<file path="src/rtl/vga_pkg.sv">
// rtl/vga_pkg.sv - shared VGA timing constants, types and total-period helper
//
// Purpose: one place for the 640x480@60 default timing so the renderer and the
// sync controller derive line/frame periods identically.
// Ports: none (package).
package vga_pkg;

    localparam int COORD_W = 10;
    localparam int RGB_W   = 12;

    typedef logic [COORD_W-1:0] coord_t;
    typedef logic [RGB_W-1:0]   rgb_t;

    // Defaults: 100 MHz system clock divided down to a 25 MHz pixel clock.
    localparam int CLK_DIV_DEF   = 4;

    localparam int H_DISPLAY_DEF = 640;
    localparam int H_FRONT_DEF   = 16;
    localparam int H_SYNC_DEF    = 96;
    localparam int H_BACK_DEF    = 48;

    localparam int V_DISPLAY_DEF = 480;
    localparam int V_FRONT_DEF   = 10;
    localparam int V_SYNC_DEF    = 2;
    localparam int V_BACK_DEF    = 33;

    // Full period of one axis: visible + front porch + sync + back porch.
    function automatic int axis_total(input int display, input int front,
                                      input int sync_w, input int back);
        return display + front + sync_w + back;
    endfunction

    localparam int H_TOTAL_DEF = axis_total(H_DISPLAY_DEF, H_FRONT_DEF, H_SYNC_DEF, H_BACK_DEF);
    localparam int V_TOTAL_DEF = axis_total(V_DISPLAY_DEF, V_FRONT_DEF, V_SYNC_DEF, V_BACK_DEF);

endpackage

</file>
<file path="src/rtl/pixel_tick_gen.sv">
// rtl/pixel_tick_gen.sv - system-clock divider producing a one-clk pixel strobe
//
// Purpose: counts 0..CLK_DIV-1 and raises p_tick while the count is at its top
// value, so p_tick is high for exactly one clk in every CLK_DIV. With CLK_DIV=1
// the counter never leaves 0 and p_tick stays high continuously.
// Ports:
//   clk    - system clock, rising edge
//   rst    - synchronous active-high reset, clears the divider
//   p_tick - pixel strobe
module pixel_tick_gen #(
    parameter int CLK_DIV = 4
) (
    input  logic clk,
    input  logic rst,
    output logic p_tick
);

    // Keep at least one bit so CLK_DIV=1 still has a legal (constant) counter.
    localparam int DIV_W = (CLK_DIV > 1) ? $clog2(CLK_DIV) : 1;
    localparam logic [DIV_W-1:0] DIV_MAX = DIV_W'(CLK_DIV - 1);

    logic [DIV_W-1:0] div_count;

    always_ff @(posedge clk) begin
        if (rst) begin
            div_count <= '0;
        end else if (div_count == DIV_MAX) begin
            div_count <= '0;
        end else begin
            div_count <= div_count + 1'b1;
        end
    end

    assign p_tick = (div_count == DIV_MAX);

endmodule

</file>
<file path="src/rtl/vga_sync_ctrl.sv">
// rtl/vga_sync_ctrl.sv - VGA beam counters, sync generation and registered colour output
//
// Purpose: walks the beam across H_TOTAL x V_TOTAL pixel positions at the pixel
// rate, reports the current coordinate to the renderer and drives hsync/vsync
// and colour to the connector. Sync and colour are registered on the same tick
// from the same coordinate, so they leave the block one pixel after pixel_x/y.
// Ports:
//   clk         - system clock, rising edge
//   rst         - synchronous active-high reset
//   rgb_in      - renderer colour {R4,G4,B4} for the current coordinate
//   pixel_x/y   - current beam column/row (counter registers)
//   video_on    - current coordinate lies inside the visible area
//   p_tick      - one-clk pixel strobe
//   frame_start - one-clk pulse on the tick that wraps the frame
//   hsync/vsync - active-low sync, registered
//   vga_rgb     - registered colour to the DAC, blanked outside the visible area
module vga_sync_ctrl
    import vga_pkg::*;
#(
    parameter int CLK_DIV   = CLK_DIV_DEF,
    parameter int H_DISPLAY = H_DISPLAY_DEF,
    parameter int H_FRONT   = H_FRONT_DEF,
    parameter int H_SYNC    = H_SYNC_DEF,
    parameter int H_BACK    = H_BACK_DEF,
    parameter int V_DISPLAY = V_DISPLAY_DEF,
    parameter int V_FRONT   = V_FRONT_DEF,
    parameter int V_SYNC    = V_SYNC_DEF,
    parameter int V_BACK    = V_BACK_DEF
) (
    input  logic        clk,
    input  logic        rst,
    input  logic [11:0] rgb_in,
    output logic [9:0]  pixel_x,
    output logic [9:0]  pixel_y,
    output logic        video_on,
    output logic        p_tick,
    output logic        frame_start,
    output logic        hsync,
    output logic        vsync,
    output logic [11:0] vga_rgb
);

    localparam int H_TOTAL = axis_total(H_DISPLAY, H_FRONT, H_SYNC, H_BACK);
    localparam int V_TOTAL = axis_total(V_DISPLAY, V_FRONT, V_SYNC, V_BACK);

    localparam coord_t H_LAST   = coord_t'(H_TOTAL - 1);
    localparam coord_t V_LAST   = coord_t'(V_TOTAL - 1);
    localparam coord_t H_VIS    = coord_t'(H_DISPLAY);
    localparam coord_t V_VIS    = coord_t'(V_DISPLAY);
    localparam coord_t HS_START = coord_t'(H_DISPLAY + H_FRONT);
    localparam coord_t HS_END   = coord_t'(H_DISPLAY + H_FRONT + H_SYNC);
    localparam coord_t VS_START = coord_t'(V_DISPLAY + V_FRONT);
    localparam coord_t VS_END   = coord_t'(V_DISPLAY + V_FRONT + V_SYNC);

    logic   tick;
    coord_t h_count;
    coord_t v_count;
    logic   h_last;
    logic   v_last;
    logic   h_sync_zone;
    logic   v_sync_zone;

    pixel_tick_gen #(
        .CLK_DIV (CLK_DIV)
    ) u_pixel_tick_gen (
        .clk    (clk),
        .rst    (rst),
        .p_tick (tick)
    );

    assign h_last      = (h_count == H_LAST);
    assign v_last      = (v_count == V_LAST);
    assign h_sync_zone = (h_count >= HS_START) && (h_count < HS_END);
    assign v_sync_zone = (v_count >= VS_START) && (v_count < VS_END);

    always_ff @(posedge clk) begin
        if (rst) begin
            h_count <= '0;
            v_count <= '0;
            vga_rgb <= 12'h000;
            hsync   <= 1'b1;
            vsync   <= 1'b1;
        end else if (tick) begin
            if (h_last) begin
                h_count <= '0;
                v_count <= v_last ? '0 : v_count + coord_t'(1);
            end else begin
                h_count <= h_count + coord_t'(1);
            end
            // Registered from the pre-advance coordinate: one pixel of latency,
            // identical for colour and both syncs.
            vga_rgb <= video_on ? rgb_in : 12'h000;
            hsync   <= ~h_sync_zone;
            vsync   <= ~v_sync_zone;
        end
    end

    assign pixel_x  = h_count;
    assign pixel_y  = v_count;
    assign video_on = (h_count < H_VIS) && (v_count < V_VIS);
    assign p_tick   = tick;
    // Gated by rst so a tick coincident with reset never reports a frame wrap.
    assign frame_start = tick && !rst && h_last && v_last;

endmodule

</file>
<file path="config.mk">
export PLATFORM = sky130hd
export DESIGN_NAME = vga_sync_ctrl
export DESIGN_NICKNAME = d
export VERILOG_FILES = /design/src/rtl/vga_pkg.sv /design/src/rtl/pixel_tick_gen.sv /design/src/rtl/vga_sync_ctrl.sv
export SDC_FILE = /design/constraint.sdc
export NUM_CORES = 1
export LEC_CHECK = 0
export ABC_AREA = 0
export CORE_MARGIN = 3
export CORE_UTILIZATION = 49
export CTS_CLUSTER_SIZE = 8
export DETAILED_ROUTE_END_ITERATION = 8
export GPL_TIMING_DRIVEN = 0
export PLACE_DENSITY = 0.84
export SKIP_LAST_GASP = 1
export SLEW_MARGIN = 20
export SYNTH_ARGS = -nofsm -noshare
export SYNTH_HDL_FRONTEND = slang
export SYNTH_SLANG_ARGS = --single-unit
</file>
<file path="constraint.sdc">
create_clock -name clk -period 5.3 [get_ports clk]
set_clock_uncertainty 0.05 [all_clocks]
set_input_delay 0.53 -clock clk [delete_from_list [all_inputs] [get_ports clk]]
set_output_delay 0.53 -clock clk [all_outputs]
set_load 0.01 [all_outputs]
</file>
# Yosys cells after proc, flatten, opt, wreduce, memory -nomap -nowiden
# Index checks and enable logic that the tools add are counted.
[totals] reg_bits=36 input_bits=14 output_inout_bits=37 wordCells=32
[op_classes] muxes=3 add_sub_neg=3 reduce_logical=9 eq_ne=3 magnitude_cmp=6 bitwise=2
[op_table] op="adder 10 x 1 -> 10 bit, second input constant" n=2
[op_table] op="equality test 10 bit, second input constant" n=2
[op_table] op="< comparator 10 bit, second input constant" n=2
[op_table] op="< comparator 10 x 9 -> 1 bit, second input constant" n=2
[op_table] op="2-to-1 mux 10 bit" n=2
[op_table] op="2-to-1 mux 12 bit" n=1
[op_table] op=">= comparator 10 bit, second input constant" n=1
[op_table] op=">= comparator 10 x 9 -> 1 bit, second input constant" n=1
[op_table] op="logical AND 1 bit" n=6
[op_table] op="adder 2 x 1 -> 2 bit, second input constant" n=1
[op_table] op="equality test 2 bit, second input constant" n=1
[op_table] op="NOT 1 bit" n=2
[op_table] op="AND reduction 2 bit" n=1
[op_table] op="OR reduction 2 bit" n=1
[op_table] op="logical NOT 1 bit" n=1

# Logic depth before layout (Yosys ltp)
# Gate-level depths: netlist of run 1.
[logic_depth] word_depth=4 ltp_mapped=7

# Hierarchy
# A second synthesis of run 1 with hierarchy kept.
[hier_totals] cells_unflattened=190 area_unflattened_um2=1697.9
[modules_own_cells] module="vga_sync_ctrl" cells_per_inst=185 area_per_inst_um2=1622.8 n_inst=1 seq_area_each_um2=680.7
[modules_own_cells] module="pixel_tick_gen" cells_per_inst=5 area_per_inst_um2=75.1 n_inst=1 seq_area_each_um2=40.0

# Least setup slack after synthesis of run 1
# OpenSTA, ideal clock, no wires.
[synth_timing] kind="reg2out" from="register h_count[0] (netlist: pixel_x[0])" to="output port frame_start" n_path_buf=0 path_stages_with_launch=5 arrival_time_ps=1584 slack_ps=3136 required_ps=4720 cell_sequence="dfxtp_1 ha_1 nand3b_4 or3_2 nor3_1"
[synth_via] elab_chain_len=3
[synth_rtl] item="start, declared" line="vga_sync_ctrl.sv:56" text="coord_t h_count;"
[synth_rtl] item="start signal, assigned" line="vga_sync_ctrl.sv:88" text="h_count <= h_count + coord_t'(1);"
[synth_rtl] item="equality test 10 bit" line="vga_sync_ctrl.sv:71" text="assign h_last = (h_count == H_LAST);"
[synth_rtl] item="logical AND 1 bit (2 in a row)" line="vga_sync_ctrl.sv:103" text="assign frame_start = tick && !rst && h_last && v_last;"
[synth_rtl] item="end, declared" line="vga_sync_ctrl.sv:37" text="output logic frame_start,"
# No other way between the ends.

# Final worst setup path of run 1
[layout_timing] from="register h_count[1] (netlist: pixel_x[1])" to="output port frame_start"
# Same word-level chain as after synthesis.

==> results of run 1 <==
==> synthesized netlist by cell type, types with 2 or more instances <==
cell type	n	area, sq um
xnor2_1	8	70.1
ha_1	6	75.1
o21ai_0	5	25.0
inv_1	8	30.0
dfxtp_1	36	721
nor4b_1	2	17.5
clkbuf_1	3	11.3
or3_2	4	30.0
o31ai_1	2	15.0
or3_1	2	12.5
a21oi_1	7	35.0
nand2_1	8	30.0
nand3_1	8	40.0
or4_1	4	30.0
nand2b_1	3	18.8
nor2_1	13	48.8
nor4_1	4	25.0
a22o_1	12	105
clkbuf_8	2	27.5
nor3_1	9	45.0
and3_2	2	15.0
nand4_1	3	18.8
xor2_1	3	26.3
==> cell families after synthesis <==
kind of cell / after synthesis / synth area share
flip-flops: 36 / 0.448
AO/OA/AOI/OAI: 32 / 0.145
adder cells (fa/ha/maj): 6 / 0.0467
XOR/XNOR: 11 / 0.0599
multiplexers: 1 / 0.00622
buffers and inverters: 15 / 0.0482
AND/OR/NAND/NOR: 68 / 0.247
==> metrics by stage <==
step                      total power, mW  area (sq um)  hold WS (ps)
after floorplan                     0.304          1610           348
after global placement              0.326          2150           357
after detailed placement            0.328          2150           374
after CTS                           0.516          2230           341
after global routing                0.534          2230           344
final                               0.511          2230           356
==> path summary, 6_finish.rpt <==
path                                 start                             to  slack, ps
max reg2reg                     pixel_x[1]                     pixel_y[7]       3060
min                                    rst  u_pixel_tick_gen.div_count[0]        360
min reg2reg  u_pixel_tick_gen.div_count[0]  u_pixel_tick_gen.div_count[0]        390
max                             pixel_x[1]                    frame_start       2210
==> power breakdown <==
group | internal [mW] | switching (mW)
clock | 0.0983 | 0.0910
sequential | 0.277 | 0.00380
combinational | 0.0233 | 0.0176
==> placed cells by master (no fill, tap or decap), drive strengths merged <==
| master | instances |
|---|---|
| clkdlybuf4s50 | 49 |
| dfxtp | 36 |
| nor2 | 13 |
| a22o | 12 |
| clkbuf | 10 |
| nor3 | 9 |
| nand2 | 9 |
| inv | 8 |
| nand3 | 8 |
| xnor2 | 8 |
| a21oi | 7 |
| ha | 6 |
| or3 | 6 |
| o21ai | 5 |
| or4 | 4 |
| nor4 | 4 |
| nand2b | 3 |
| nand4 | 3 |
| xor2 | 3 |
| nor4b | 2 |
| and3 | 2 |
| o31ai | 2 |
| buf | 2 |
| and4 | 1 |
| o21a | 1 |
| nand3b | 1 |
| nand4bb | 1 |
| nor3b | 1 |
| o21bai | 1 |
| a32o | 1 |
| mux2i | 1 |
| a41oi | 1 |
| a31oi | 1 |
| o2111ai | 1 |
| and2 | 1 |
| bufinv | 1 |
| clkinvlp | 1 |
| clkinv | 1 |
==> routing by layer <==
layer	track usage	wire length (um)
met1	0.254	1670
met2	0.358	1990
met3	0.0517	208
met4	0.0997	83
met5	0	0
==> final cells by class <==
cell class	count	area [sq um]	share of cell area
flip-flops and latches	36	721	0.323
inverters	8	30.0	0.0134
multi-input cells	118	811	0.363
clock buffers	5	37.5	0.0168
plain buffers	7	47.5	0.0213
repair buffers	49	490	0.219
clock inverters	3	42.5	0.0190
well taps	44	55.1	0.0246
==> state kept, by name (all words and copies together) (netlist names) <==
signal,flops
vga_rgb,12
pixel_x,10
pixel_y,10
u_pixel_tick_gen.div_count,2
hsync,1
vsync,1
==> results.md, run 1 <==
* DIE HEIGHT at 63.3 um
* Slowest stage delay, CP at 590 ps
* Mapped Area at 1610 sq um
* Bufs and invs on worst path at 1
* Req. time, crit path at 4720 ps
* Die Area at 4010 sq um
* # IOs at 51
* WL/cell at 14.7 um
* P_leak at 0.792 nW
* Yosys warns at 0
* Hold path cells at 2
* Reg2reg path depth at 6
* Area grow syn2layout at 38.9%
* Residual DRC at 0
* Clock Latency Late Sink at 340 ps
* Post-synth EDFFs at 0
* HP Class: in2reg
* Power density cells at 229 nW/um^2
* Crit Path Max Fanout at 5
* Period utilisation layout at 0.583
* Worst path depth at 5
* Via count at 1,495
* Initial DRT Pass Iterations at 6
* Post-layout min period at 3090 ps
* Rel. slew slack at 0.564
* Pins Over Slew Limit at 0
* Crit. End Element: output port
* Routed Antenna Nets at 0
* Core Region at 3100 sq um
* Initial antenna violation count at 0
* CTS H-Tree Depth at 2
* Maximum clock rate at 323 MHz
* Postcts setup bufs at 0
* Worst-path clk slew at 120 ps
* Clk buf depth at 2
* Final hold vios at 0
* Filler Cell Count at 264
* Site Rows at 20
* Post-detail-place hpwl at 2.99 mm
* Final setup violating endpoints at 0
* RSZ-0062 raised after global routing: false
* Total grt overflow at 0
* Min setup slack post-route at 2210 ps
* Post-Syn Area per Cell at 9.52 sq um
* Vias in the first global route at 1,456
* Root Driver: clkbuf_4
* Post_cts resized at 0
* Synth unique cells at 38
* Syn Nets at 189
* Seq cells post-synth at 36
* Vias per cell at 5.54
* CTS tree: done
* Part of the Yosys area used for sequential elements at 0.448
* Status: completed
* Total wire length at 3.96 mm
* Startpoint types: flop
* Peak VDD IR at 0.196 mV
* CP Class: reg2out
* Share of layout cells above drive strength 1 at 0.0929
* Sum of negative setup slack at 0 ps
* Chip width at 63.3 um
* Port bufs at 49
* GRT Total Usage at 0.213
* # diodes at 0
* Crit-path cells: ha_1 > nand3b_4 > or3_2 > nor3_1 > clkdlybuf4s50_1
* First-pass GRT wire length at 6.83 mm
* DRT iter0 DRCs at 72
* Post-route non-filler standard cell count at 270
* Maxcap violations at 0
* Number of placed cells counting well taps at 262
* Fin util at 0.720
* Initial Util at 0.519
* Top FF cell, synth: dfxtp_1
* Final #Nets at 245
* Final GP Congestion at 0.943
* Pin count of the biggest net entering global routing at 13
* Crit-path slowest cell: clkdlybuf4s50_1
* Total CTS buffers at 5
* Least-Margin Pin Slew at 649 ps
* Post-placement setup slack at 2630 ps
* Clk sinks at 36
* Crit path DAT at 2510 ps
* Post-synth ARST share at 0
* # hold bufs at CTS at 0
* Gate Count Post-Synth at 169
* CP top delay family: simple AND/OR/NAND/NOR gates
No activity file was read; power rests on OpenSTA's default activity.
==> inputs of run 2 (changes only) <==
- CORE_UTILIZATION: 49 -> 41
- PLACE_DENSITY: 0.84 -> 0.75
- clock period: 5.3 -> 2.56 ns (I/O delays scaled with it)
==> run 2 against run 1 <==
Net effect:
- wire length fell by 8.7%
- cell area grew 2.4%
- die area increased by 18%
- final cell count up 1.5%
- power is 140% higher
- critical path type unchanged
- highest routed layer unchanged
==> results.md, run 2 (synthesized netlist as in run 1, its figures left out) <==
* Reg2reg path depth at 6
* Post-placement setup slack at 145 ps
* Post-detail-place hpwl at 2.67 mm
* Final setup violating endpoints at 0
* Crit-path cells: ha_2 > nand3b_4 > or3_2 > nor3_1 > dlygate4sd2_1
* Crit Path Max Fanout at 5
* Hold path cells at 2
* Top reg by flops: vga_rgb
* Via count at 1,409
* Post-layout min period at 2350 ps
* Power density cells at 527 nW/um^2
* WL/cell at 13.2 um
* Initial DRT Pass Iterations at 4
* Root Driver: clkbuf_8
* Share of layout cells above drive strength 1 at 0.102
* M1 GR Usage at 0.212
* Fin util at 0.616
* # IOs at 51
* CTS tree: done
* M2 GR Usage at 0.251
* HP Class: in2reg
* Top Usage Layer GRT: met2
* Sum of negative setup slack at 0 ps
* Vias in the first global route at 1,280
* Site Rows at 22
* Chip width at 68.6 um
* GRT Total Usage at 0.161
* First-pass GRT wire length at 5.77 mm
* GR Layer Usage met3 at 0.0373
* Final hold vios at 0
* Slowest stage delay, CP at 520 ps
* Rel. slew slack at 0.585
* Min setup slack post-route at 206 ps
* Area grow syn2layout at 42.2%
* CP top delay family: simple AND/OR/NAND/NOR gates
* Period utilisation layout at 0.920
* Residual DRC at 0
* Clk sinks at 36
* Worst path depth at 5
* Peak VDD IR at 0.389 mV
* Crit. End Element: output port
* Req. time, crit path at 2250 ps
* CTS H-Tree Depth at 2
* DIE HEIGHT at 68.6 um
* # diodes at 0
* Final GP Congestion at 0.865
* Clk buf depth at 2
* Initial Util at 0.433
* Final #Nets at 245
* Most common library cell in the layout ignoring fill and taps: clkdlybuf4s50_1
* Maximum clock rate at 425 MHz
* Routed Antenna Nets at 0
* Core Region at 3720 sq um
* Die Area at 4710 sq um
* Status: completed
* Worst-path clk slew at 80 ps
* Maxcap violations at 0
* Pins Over Slew Limit at 0
* Port bufs at 49
* Startpoint types: flop
* DRT iter0 DRCs at 81
* Postcts setup bufs at 0
* Initial antenna violation count at 0
* Total grt overflow at 0
* Most frequent cells in the layout: 48 x clkdlybuf4s50_1, 35 x dfxtp_1, 13 x nor2_1, 12 x a22o_1
* Bufs and invs on worst path at 1
* Least-Margin Pin Slew at 617 ps
* P_leak at 0.818 nW
* Max FFs per register at 12
* Vias per cell at 5.14
* Clock Latency Late Sink at 280 ps
* CP Class: reg2out
* Pin count of the biggest net entering global routing at 12
* Crit-path slowest cell: or3_2
* Total CTS buffers at 5
* Crit path DAT at 2050 ps
* RSZ-0062 raised after global routing: false
* Total wire length at 3.61 mm
-- run 2: cell types whose count changed in the layout (fill, tap and decap cells not counted) --
cell             change
clkinv_2             -1
clkdlybuf4s50_1      -1
dlygate4sd2_1        +1
dfxtp_1              -1
clkbuf_4             -5
ha_1                 -1
dfxtp_2              +1
ha_2                 +1
clkbuf_8             +7
clkinvlp_4           -1
-- run 2: final timing paths --
kind	from	end	slack, ps
worst min-delay path	rst	pixel_y[1]	130
worst max-delay path	pixel_x[1]	frame_start	210
worst max register to register	pixel_x[1]	pixel_y[9]	400
worst min register to register	u_pixel_tick_gen.div_count[0]	u_pixel_tick_gen.div_count[0]	400
-- run 2: metal layers --
| layer | routed length [um] | share of wire |
|---|---|---|
| met1 | 1690 | 0.47 |
| met2 | 1680 | 0.46 |
| met3 | 196 | 0.054 |
| met4 | 53 | 0.015 |
| met5 | 0 | 0 |
-- run 2: report_power, final --
group          switching (mW)  internal [mW]  leakage [nW]
Sequential            0.00787          0.573         0.291
Combinational          0.0350         0.0481         0.462
Clock                   0.198          0.344        0.0645
-- run 2: cell type report --
class | count | area [sq um]
inverter | 8 | 30.0
fill | 328 | 1430
sequential | 36 | 722
timing repair buffer | 49 | 489
multi-input combinational | 118 | 813
clock buffer | 7 | 96.3
buffer | 7 | 47.5
clock inverter | 1 | 30.0
tap | 48 | 60.1
-- run 2: timing repair --
item / CTS / global route
hold endpoints to repair: 0 / 0
hold buffers: 0 / 0
resized for setup: 3 / 0
endpoints found under the setup margin: 1 / 0
-- run 2: through the flow --
step | hold WS, ps | power (mW) | instance area (sq um) | std cells
global placement | 359 | 0.676 | 2160 | 266
CTS | 130 | 1.21 | 2290 | 274
global route | 141 | 1.24 | 2290 | 274
detailed placement | 384 | 0.678 | 2160 | 266
floorplan | 332 | 0.629 | 1610 | 169
finish | 131 | 1.21 | 2290 | 274
